$ cat src/rtl/uart_cmd_parser.sv
// UART command frame parser: AA 55 CMD payload [CHK] -> clamped video/scaler config plus an ACK/NAK byte.
// Optional trailing XOR checksum byte is enabled by defining UART_CMD_CHECKSUM_EN.
module uart_cmd_parser #(
  parameter int X_MIN       = 161,
  parameter int X_MAX       = 1920,
  parameter int Y_MIN       = 121,
  parameter int Y_MAX       = 1080,
  parameter int TIMEOUT_CYC = 1000000,
  parameter int LEN_W       = 12
) (
  input  logic             sys_clk,
  input  logic             sys_rst_n,
  input  logic             uart_rx_flag,
  input  logic [7:0]       uart_rx_data,
  input  logic             tx_busy,
  output logic             tx_req,
  output logic [7:0]       tx_data,
  output logic [LEN_W-1:0] x_pix_len,
  output logic [LEN_W-1:0] y_pix_len,
  output logic             pix_len_update,
  output logic [1:0]       algorithm,
  output logic             vid_format,
  output logic [8:0]       bi_a,
  output logic             cfg_update,
  output logic             frame_err
);

  localparam int TO_W = $clog2(TIMEOUT_CYC + 1);
  localparam logic [7:0] ACK = 8'h06;
  localparam logic [7:0] NAK = 8'h15;

  typedef enum logic [2:0] {IDLE, HDR2, CMD, PAYLOAD, CHK, COMMIT, RESP} state_t;

  state_t           state_q, state_d;
  logic [7:0]       cmd_q, cmd_d;
  logic [1:0]       cnt_q, cnt_d;
  logic [31:0]      pay_q, pay_d;
  logic [TO_W-1:0]  to_cnt_q, to_cnt_d;
  logic [7:0]       resp_q, resp_d;
  logic             tx_req_q, tx_req_d;
  logic [7:0]       tx_data_q, tx_data_d;
  logic [LEN_W-1:0] x_q, x_d, y_q, y_d;
  logic             pix_upd_q, pix_upd_d;
  logic [1:0]       alg_q, alg_d;
  logic             vid_q, vid_d;
  logic [8:0]       bi_a_q, bi_a_d;
  logic             cfg_upd_q, cfg_upd_d;
  logic             err_q, err_d;
`ifdef UART_CMD_CHECKSUM_EN
  logic [7:0]       chk_q, chk_d;
  logic             chk_ok_q, chk_ok_d;
`endif

  logic active, timeout, commit_ok, nak;

  function automatic logic [LEN_W-1:0] clamp(input logic [15:0] v, input int lo, input int hi);
    logic [15:0] r;
    if (int'(v) < lo)      r = 16'(lo);
    else if (int'(v) > hi) r = 16'(hi);
    else                   r = v;
    return r[LEN_W-1:0];
  endfunction

  always_comb begin
    state_d   = state_q;
    cmd_d     = cmd_q;
    cnt_d     = cnt_q;
    pay_d     = pay_q;
    resp_d    = resp_q;
    tx_req_d  = 1'b0;
    tx_data_d = tx_data_q;
    x_d       = x_q;
    y_d       = y_q;
    alg_d     = alg_q;
    vid_d     = vid_q;
    bi_a_d    = bi_a_q;
    pix_upd_d = 1'b0;
    cfg_upd_d = 1'b0;
    err_d     = 1'b0;
    nak       = 1'b0;
`ifdef UART_CMD_CHECKSUM_EN
    chk_d     = chk_q;
    chk_ok_d  = chk_ok_q;
    commit_ok = chk_ok_q;
`else
    commit_ok = 1'b1;
`endif

    // Inter-byte watchdog only runs while a frame is partially received.
    active   = (state_q == HDR2) || (state_q == CMD) || (state_q == PAYLOAD) || (state_q == CHK);
    to_cnt_d = (uart_rx_flag || !active) ? '0 : to_cnt_q + TO_W'(1);
    timeout  = active && !uart_rx_flag && (to_cnt_q == TO_W'(TIMEOUT_CYC - 1));

    case (state_q)
      IDLE: if (uart_rx_flag && uart_rx_data == 8'hAA) state_d = HDR2;
      HDR2: if (uart_rx_flag) begin
        if (uart_rx_data == 8'h55)      state_d = CMD;
        else if (uart_rx_data != 8'hAA) state_d = IDLE;
      end
      CMD: if (uart_rx_flag) begin
        cmd_d   = uart_rx_data;
        state_d = PAYLOAD;
`ifdef UART_CMD_CHECKSUM_EN
        chk_d   = uart_rx_data;
`endif
        case (uart_rx_data)
          8'h01:        cnt_d = 2'd3;
          8'h02, 8'h03: cnt_d = 2'd0;
          8'h04:        cnt_d = 2'd1;
          default: begin
            state_d = RESP;
            resp_d  = NAK;
            err_d   = 1'b1;
          end
        endcase
      end
      PAYLOAD: if (uart_rx_flag) begin
        pay_d = {pay_q[23:0], uart_rx_data};
`ifdef UART_CMD_CHECKSUM_EN
        chk_d = chk_q ^ uart_rx_data;
`endif
        if (cnt_q == 2'd0) begin
`ifdef UART_CMD_CHECKSUM_EN
          state_d = CHK;
`else
          state_d = COMMIT;
`endif
        end else begin
          cnt_d = cnt_q - 2'd1;
        end
      end
      CHK: begin
`ifdef UART_CMD_CHECKSUM_EN
        if (uart_rx_flag) begin
          chk_ok_d = (uart_rx_data == chk_q);
          state_d  = COMMIT;
        end
`else
        state_d = IDLE;
`endif
      end
      COMMIT: begin
        state_d = RESP;
        if (!commit_ok) begin
          nak = 1'b1;
        end else begin
          case (cmd_q)
            8'h01: begin
              x_d       = clamp(pay_q[31:16], X_MIN, X_MAX);
              y_d       = clamp(pay_q[15:0], Y_MIN, Y_MAX);
              pix_upd_d = 1'b1;
            end
            8'h02: begin
              if (pay_q[7:0] > 8'd1) nak = 1'b1;
              else begin
                vid_d     = pay_q[0];
                cfg_upd_d = 1'b1;
              end
            end
            8'h03: begin
              if (pay_q[7:0] > 8'd2) nak = 1'b1;
              else begin
                alg_d     = pay_q[1:0];
                cfg_upd_d = 1'b1;
              end
            end
            default: begin
              bi_a_d    = pay_q[8:0];
              cfg_upd_d = 1'b1;
            end
          endcase
        end
        resp_d = nak ? NAK : ACK;
        err_d  = nak;
      end
      RESP: if (!tx_busy) begin
        tx_req_d  = 1'b1;
        tx_data_d = resp_q;
        state_d   = IDLE;
      end
      default: state_d = IDLE;
    endcase

    if (timeout) begin
      state_d = IDLE;
      err_d   = 1'b1;
    end
  end

  always_ff @(posedge sys_clk or negedge sys_rst_n) begin
    if (!sys_rst_n) begin
      state_q   <= IDLE;
      cmd_q     <= '0;
      cnt_q     <= '0;
      pay_q     <= '0;
      to_cnt_q  <= '0;
      resp_q    <= '0;
      tx_req_q  <= 1'b0;
      tx_data_q <= '0;
      x_q       <= LEN_W'(640);
      y_q       <= LEN_W'(480);
      pix_upd_q <= 1'b0;
      alg_q     <= '0;
      vid_q     <= 1'b0;
      bi_a_q    <= 9'd128;
      cfg_upd_q <= 1'b0;
      err_q     <= 1'b0;
`ifdef UART_CMD_CHECKSUM_EN
      chk_q     <= '0;
      chk_ok_q  <= 1'b0;
`endif
    end else begin
      state_q   <= state_d;
      cmd_q     <= cmd_d;
      cnt_q     <= cnt_d;
      pay_q     <= pay_d;
      to_cnt_q  <= to_cnt_d;
      resp_q    <= resp_d;
      tx_req_q  <= tx_req_d;
      tx_data_q <= tx_data_d;
      x_q       <= x_d;
      y_q       <= y_d;
      pix_upd_q <= pix_upd_d;
      alg_q     <= alg_d;
      vid_q     <= vid_d;
      bi_a_q    <= bi_a_d;
      cfg_upd_q <= cfg_upd_d;
      err_q     <= err_d;
`ifdef UART_CMD_CHECKSUM_EN
      chk_q     <= chk_d;
      chk_ok_q  <= chk_ok_d;
`endif
    end
  end

  assign tx_req         = tx_req_q;
  assign tx_data        = tx_data_q;
  assign x_pix_len      = x_q;
  assign y_pix_len      = y_q;
  assign pix_len_update = pix_upd_q;
  assign algorithm      = alg_q;
  assign vid_format     = vid_q;
  assign bi_a           = bi_a_q;
  assign cfg_update     = cfg_upd_q;
  assign frame_err      = err_q;

endmodule
$ cat config.mk
export PLATFORM = sky130hd
export DESIGN_NAME = uart_cmd_parser
export DESIGN_NICKNAME = d
export VERILOG_FILES = /design/src/rtl/uart_cmd_parser.sv
export SDC_FILE = /design/constraint.sdc
export NUM_CORES = 1
export LEC_CHECK = 0
export ABC_CLOCK_PERIOD_IN_PS = 2900
export CORE_MARGIN = 2
export CORE_UTILIZATION = 55
export DETAILED_ROUTE_END_ITERATION = 7
export PLACE_DENSITY = 0.88
export SLEW_MARGIN = 20
export SYNTH_ARGS = -nofsm -noshare
export SYNTH_HDL_FRONTEND = slang
export SYNTH_SLANG_ARGS = --single-unit
$ cat constraint.sdc
create_clock -name sys_clk -period 2.9 [get_ports sys_clk]
set_input_delay 0.87 -clock sys_clk [delete_from_list [all_inputs] [get_ports sys_clk]]
set_output_delay 0.87 -clock sys_clk [all_outputs]
set_load 0.03 [all_outputs]
# Yosys cells after proc, flatten, opt, wreduce, memory -nomap -nowiden
# Cells that the tools add are included.
# totals
elab_cells	124
register_bits	121
out_inout_bits	48
in_bits	12
# classes
eq_ne	29
n_lt_le_gt_ge	6
muxes	41
n_reduce_logical	26
n_addsub	2
bitwise_logic	4
# ops
operator	count
$mux 12	4
$eq 8x2->1 const B	4
$gt 16x11->1 const B	2
$mux 3	10
$add 20x1->20 const B	1
$eq 20x20->1 const B	1
$mux 20	1
$pmux 3 s6	1
$eq 8x1->1 const B	2
$lt 16x7->1 const B	1
$lt 16x8->1 const B	1
$mux 8	2
$pmux 8 s2	1
$ne 3x3->1 const B	5
$mux 1	13
$reduce_and 2->1	5
$eq 3x3->1 const B	3
$reduce_and 3->1	3
$eq 8x3->1 const B	1
$eq 8x7->1 const B	1
$eq 8x8->1 const B	1
$gt 8x1->1 const B	1
$gt 8x2->1 const B	1
$ne 2x2->1 const B	4
other kinds (25)	39

# Longest topological paths before layout
# Gate-level depths: netlist (run 1).
# logic_depth
word_depth	8
depth_mapped	8
ltp_nobuf	7

# Least setup slack after synthesis (run 1)
# Ideal clock, no wire load.
# synth_path
path_type	in2reg
startpoint	input uart_rx_data[2]
endpoint	register state_q[0]
n_path_buf	0
required_time_ps	2771
path_stages	5
setup_time_ps	129
setup_slack_ps	384
t_arrival_ps	2387
cell_sequence	or4b_2 > or2_2 > a311o_1 > a32oi_1 > nor2_1
# synth_via
elab_chain_cells	6
word_cells_on_any_way	18
# synth_lines
element	line_no	source
start, declared	14	input logic [7:0] uart_rx_data,
$eq 8x3->1 (tied with other cells)	106	case (uart_rx_data)
$reduce_or 4->1 (no source line)	n/a	
$mux 3	106	
$mux 3	100	CMD: if (uart_rx_flag) begin
$pmux 3 s6	94	case (state_q)
$mux 3	184	if (timeout) begin
end signal, assigned	213	state_q <= state_d;
end, declared	34	state_t state_q, state_d;
# Parallel ways exist; a longest one is shown, timed or not. The select of a mux whose other input is x is not followed.
# A chain may end at the register's enable or synchronous reset.

# Worst setup path after layout (run 1)
# Ends and elaborated chain as after synthesis.

==> results of run 1 <==
[final cells by class]
cell class / count / area (um2)
multi-input cells: 292 / 2040
flip-flops and latches: 111 / 2790
fillers: 610 / 2880
inverters: 9 / 33.8
repair buffers: 67 / 663
clock inverters: 6 / 51.3
well taps: 108 / 135
clock buffers: 10 / 138
[state kept, by name, indices dropped and copies added (netlist names)]
name and count:
pix_len_update 1, resp_q 3, state_q 3, cnt_q 2, tx_data 3, to_cnt_q 20
cmd_q 8, frame_err 1, bi_a 9, algorithm 2, vid_format 1, y_pix_len 12
x_pix_len 12, cfg_update 1, pay_q 32, tx_req 1
[final timing paths]
check	slack, ns	to
hold / removal	0.37	x_pix_len[8]
hold reg to reg	0.46	y_pix_len[7]
max in group asynchronous	1.85	y_pix_len[8]
setup reg to reg	0.63	x_pix_len[1]
min in group sys_clk	0.46	y_pix_len[7]
setup / recovery	0.24	state_q[0]
[metrics by stage]
step	power, mW	hold WS (ns)	setup TNS, ns
2_1_floorplan	2.71	0.437	0
3_3_place_gp	3.00	0.445	-0.0847
3_5_place_dp	3.06	0.452	-0.195
4_1_cts	3.95	0.366	0
6_report	3.92	0.373	0
5_1_grt	4.15	0.373	0
[synthesized netlist by cell type (2+ instances only)]
| library cell | number |
|---|---|
| and4_1 | 3 |
| ha_1 | 2 |
| mux2_2 | 53 |
| inv_1 | 9 |
| xnor2_1 | 5 |
| or2_2 | 4 |
| a2111oi_0 | 2 |
| nor4b_1 | 5 |
| and3_1 | 4 |
| or4_4 | 2 |
| nand3b_1 | 4 |
| dfrtp_1 | 104 |
| buf_4 | 5 |
| a21oi_1 | 13 |
| or3_1 | 5 |
| nand2b_1 | 6 |
| o211ai_1 | 2 |
| dfstp_2 | 7 |
| o22a_1 | 4 |
| o21ai_0 | 25 |
| nor2_1 | 28 |
| nand4_1 | 7 |
| and2_1 | 4 |
| nor2b_1 | 4 |
| a21o_1 | 2 |
| or4_1 | 2 |
| a22o_1 | 4 |
| nand3_1 | 11 |
| xor2_1 | 9 |
| clkbuf_1 | 16 |
| a211oi_1 | 2 |
| nor3_1 | 13 |
| nand2_1 | 40 |
[power by group through the flow]
stage | combinational, mW | clock, mW | sequential, mW
final | 0.952 | 0.874 | 2.10
after global routing | 1.06 | 0.957 | 2.14
after CTS | 0.958 | 0.899 | 2.09
after detailed placement | 0.947 | 0 | 2.11
after global placement | 0.904 | 0 | 2.09
after floorplan | 0.676 | 0 | 2.03
[layer usage]
metal | vias to the layer above | share of wire | track usage | routed length, um
met5 | - | 0 | 0 | 0
met4 | 0 | 0.019 | 0.0685 | 191
met3 | 18 | 0.059 | 0.0582 | 596
met2 | 116 | 0.49 | 0.348 | 4970
met1 | 1723 | 0.43 | 0.296 | 4290
li1 | 1637 | - | - | -
[cell usage in the layout, fill, tap and decap left out, types with 5 or more instances in the layout]
master,count
mux2_2,53
nor2_1,28
nor3_1,13
or3_1,5
nand4_1,7
inv_1,9
buf_4,11
nand2b_1,6
xor2_1,9
nand2_1,40
clkbuf_8,10
o21ai_0,25
nand3_1,11
xnor2_1,5
dfstp_2,7
dfrtp_1,104
a21oi_1,13
clkdlybuf4s50_1,54
nor4b_1,5
[logic make-up after synthesis]
logic type               count (synthesis)
AO/OA/AOI/OAI                           67
XOR/XNOR                                14
adder cells (fa/ha/maj)                  2
buffers and inverters                   31
flip-flops                             111
multiplexers                            54
other                                    1
AND/OR/NAND/NOR                        151
==> results.toml, run 1 <==
[grt]
track_usage = 0.219
grt_pass1_wl_mm = 17.1
grt_pass1_vias = 3459
grt_max_degree = 43
grt_overflow = 0
antenna_found_initial = 0

[clock_network]
cts.repair.resized = 0
postCtsHoldBufs = 0
clock_latency_ns = 0.37
numCtsBuffers = 9
htreeDepth = 3
cts-root-buf = "clkbuf_8"
cts_tree = "done"
cts_buffer_depth = 2
cts_sinks = 111
post-cts-setup-buffer-count = 0
clk_pin_slew_ns = 0.11

[worst_setup_path]
worstSetupStartpointType = "input pin"
worstPathCellList = "clkdlybuf4s50_1 -> or4b_2 -> or2_2 -> a311o_1 -> a32oi_1 -> nor2_1"
worst_setup_path_end_kind = "flop"
cp.required_ns = 3.15
r2r_cells = 7
max_stage_delay_ns = 0.69
cp.buffers_inverters = 1
critical_path_class = "input pin to flop"
crit_cells = 6
crit_arrival_ns = 2.91
path_delay_family = "simple AND/OR/NAND/NOR gates"
timing.rr.start = "cmd_q[5]"
cp-startpoint = "uart_rx_data[2]"
worst-path-max-fanout = 2
worst_path_max_delay_cell = "or4b_2"

[pwr]
p_sw_mw = 1.34
power_leakage_nw = 2.62
ir_worst_vdd_uv = 382
swShare = 0.341
seq_power_share = 0.534
p_per_area_nw_per_um2 = 671
internal_power_mw = 2.58
power_frac_comb = 0.243
power.share.clock = 0.223

[route]
firstDrtPassIters = 4
drt-initial-drc-count = 189
drc = 0
drt_wl_total_mm = 10.0
ant_nets = 0
routedWlPerCell_um = 16.7
viasPerCell = 5.79
vias = 3494

[sta]
setup_ws_ns = 0.244
finalSetupViolations = 0
slew_headroom = 0.319
timing.fmax_mhz = 376
fin_crit_sh = 0.916
hold_viol_final = 0
period_needed_ns = 2.66
fin_skew_ns = 0.0126
finalMaxSlewViolations = 0
rsz0062_at_grt = "no"
worst_pin_slew_ns = 1.02

[floorplan]
ios = 60
start_util = 0.567
core_area_um2 = 8720
die-area_um2 = 9770
rows = 34
die_width_um = 98.8
die_y_um = 98.8

[synth]
synth-compound-area-share = 0.0883
avgSynthCellArea_um2 = 11.5
yosys-top-cells-area = "dfrtp_1 53%, mux2_2 12%, dfstp_2 3.7%, nand2_1 3.0%, o21ai_0 2.5%"
ys_seq_area_frac = 0.563
synthAdderAreaFrac = 0.00506
yosysUniqueCellTypes = 58
synth_area_um2 = 4950
syn_inst = 431
yosys_warnings = 0
synth_flop_cell = "dfrtp_1"
synth-edff-count = 0
synthArstFlopShare = 1.00
synth_top_family_by_area = "simple AND/OR/NAND/NOR gates"
synth_top_cell_by_area = "dfrtp_1"
synth_xor_area_frac = 0.0248
yosysTopAreaCellShare = 0.526
muxShareOfSynthArea = 0.123
synth_seq_cells = 111
synthSimpleGateAreaFrac = 0.168

[placement]
io_buffers = 55
dp_hpwl_mm = 7.17
dp_cells = 587
place.gp.congestion = 0.830
placed_cell_area_um2 = 5650
place_ws_ns = -0.146

[flow_run]
max_cap_violations = 0

[finish]
final_util = 0.670
final_area_um2 = 5840
fin_nets = 504
n_antenna_cell = 0
final_cells = 603
synthToLayoutAreaGrowth_pct = 18.1
drive_above_1_share = 0.204

[hold_path]
hold_path_class = "input pin to async pin"

[outcome]
status = "finished, final reports clean"
No activity file was read; power rests on OpenSTA's default activity.
==> inputs of run 2 (changes only) <==
--- a/config.mk
+++ b/config.mk
@@ -6,7 +6,6 @@
 export NUM_CORES = 1
 export LEC_CHECK = 0
 export ABC_CLOCK_PERIOD_IN_PS = 2900
-export CORE_MARGIN = 2
 export CORE_UTILIZATION = 55
 export DETAILED_ROUTE_END_ITERATION = 7
 export PLACE_DENSITY = 0.88
==> results.toml, run 2 (synthesized netlist as in run 1, its figures left out) <==
[grt]
grt_max_degree = 51
grt_pass1_vias = 3561
grt_overflow = 0
antenna_found_initial = 0
grt_pass1_wl_mm = 17.2
track_usage = 0.227

[clock_network]
clock_latency_ns = 0.38
post-cts-setup-buffer-count = 0
postCtsHoldBufs = 0
cts_sinks = 111
cts-root-buf = "clkbuf_8"
htreeDepth = 3
clk_pin_slew_ns = 0.11
cts_buffer_depth = 2
numCtsBuffers = 9
cts_tree = "done"
cts.repair.resized = 0

[outcome]
status = "finished, final reports clean"

[worst_setup_path]
worst_setup_path_end_kind = "flop"
crit_arrival_ns = 2.89
critical_path_class = "input pin to flop"
worstSetupStartpointType = "input pin"
cp.required_ns = 3.15
worst-path-max-fanout = 2

[sta]
hold_viol_final = 0
fin_setup_tns_ns = 0
worst_pin_slew_ns = 0.944
setup_ws_ns = 0.261
finalMaxSlewViolations = 0
rsz0062_at_grt = "no"
slew_headroom = 0.370
finalSetupViolations = 0
hold_slack_ns = 0.471
fin_crit_sh = 0.910
timing.fmax_mhz = 379
period_needed_ns = 2.64
fin_skew_ns = 0.0150

[route]
firstDrtPassIters = 4
ant_nets = 0
drc = 0
drt-initial-drc-count = 189
vias = 3518
viasPerCell = 5.83
drt_wl_total_mm = 10.0
routedWlPerCell_um = 16.6

[pwr]
power_leakage_nw = 2.63
ir_worst_vdd_uv = 387
p_per_area_nw_per_um2 = 679

[floorplan]
ios = 60
rows = 34
die_width_um = 96.8
die_y_um = 96.8
core_area_um2 = 8720
die-area_um2 = 9380
start_util = 0.567

[finish]
n_antenna_cell = 0
mostFrequentLayoutCells = "104 x dfrtp_1, 54 x clkdlybuf4s50_1, 53 x mux2_2"
drive_above_1_share = 0.200
final_area_um2 = 5840
fin_nets = 504
reg_top3 = "pay_q: 32 flops, to_cnt_q: 20 flops"
layout_commonest_cell = "dfrtp_1"
top_register = "pay_q"
largest_reg_flops = 32
synthToLayoutAreaGrowth_pct = 18.1

[placement]
place_ws_ns = -0.148
placed_cell_area_um2 = 5650
place.gp.congestion = 0.851
dp_hpwl_mm = 7.04
io_buffers = 55

[flow_run]
max_cap_violations = 0

[hold_path]
hold_path_class = "flop to flop"
==> run 2: per-layer routing <==
layer	share of wire	wire length, um	global-route usage
met1	0.45	4470	0.288
met2	0.50	4970	0.382
met4	0.015	149	0.0827
met5	0	0	0
met3	0.042	422	0.0506
==> run 2: worst max-delay path: stages <==
cell and delay (ns):
clkdlybuf4s50_1 0.43, or4b_2 0.68, or2_2 0.33, a311o_1 0.38, a32oi_1 0.15, nor2_1 0.05
==> run 2: power by group <==
part	internal [mW]	switching, mW	leakage, nW
registers	1.78	0.306	1.49
clock network	0.402	0.509	0.0977
logic	0.457	0.513	1.05
==> run 2: final timing paths <==
path	slack, ns	cells after the start	start	end
setup reg to reg	0.63	7	cmd_q[5]	x_pix_len[9]
min in group asynchronous	0.50	1	sys_rst_n	x_pix_len[4]
hold reg to reg	0.47	2	x_pix_len[9]	x_pix_len[9]
setup / recovery	0.26	6	uart_rx_data[2]	state_q[0]
max in group asynchronous	1.69	2	sys_rst_n	y_pix_len[8]
hold / removal	0.47	2	x_pix_len[9]	x_pix_len[9]
==> run 2: area by class of cell <==
| class | instances | area [um2] |
|---|---|---|
| multi-input combinational | 292 | 2040 |
| inverter | 9 | 33.8 |
| clock buffer | 11 | 131 |
| fill | 647 | 2880 |
| clock inverter | 5 | 57.6 |
| sequential | 111 | 2790 |
| tap | 108 | 135 |
| timing repair buffer | 67 | 663 |
==> run 2: metrics by stage <==
stage	std cells	util	power, mW
6_report	603	0.670	3.97
4_1_cts	603	0.670	3.98
2_1_floorplan	434	-	2.71
3_3_place_gp	587	0.648	3.00
5_1_grt	603	0.670	4.17
3_5_place_dp	587	0.648	3.07
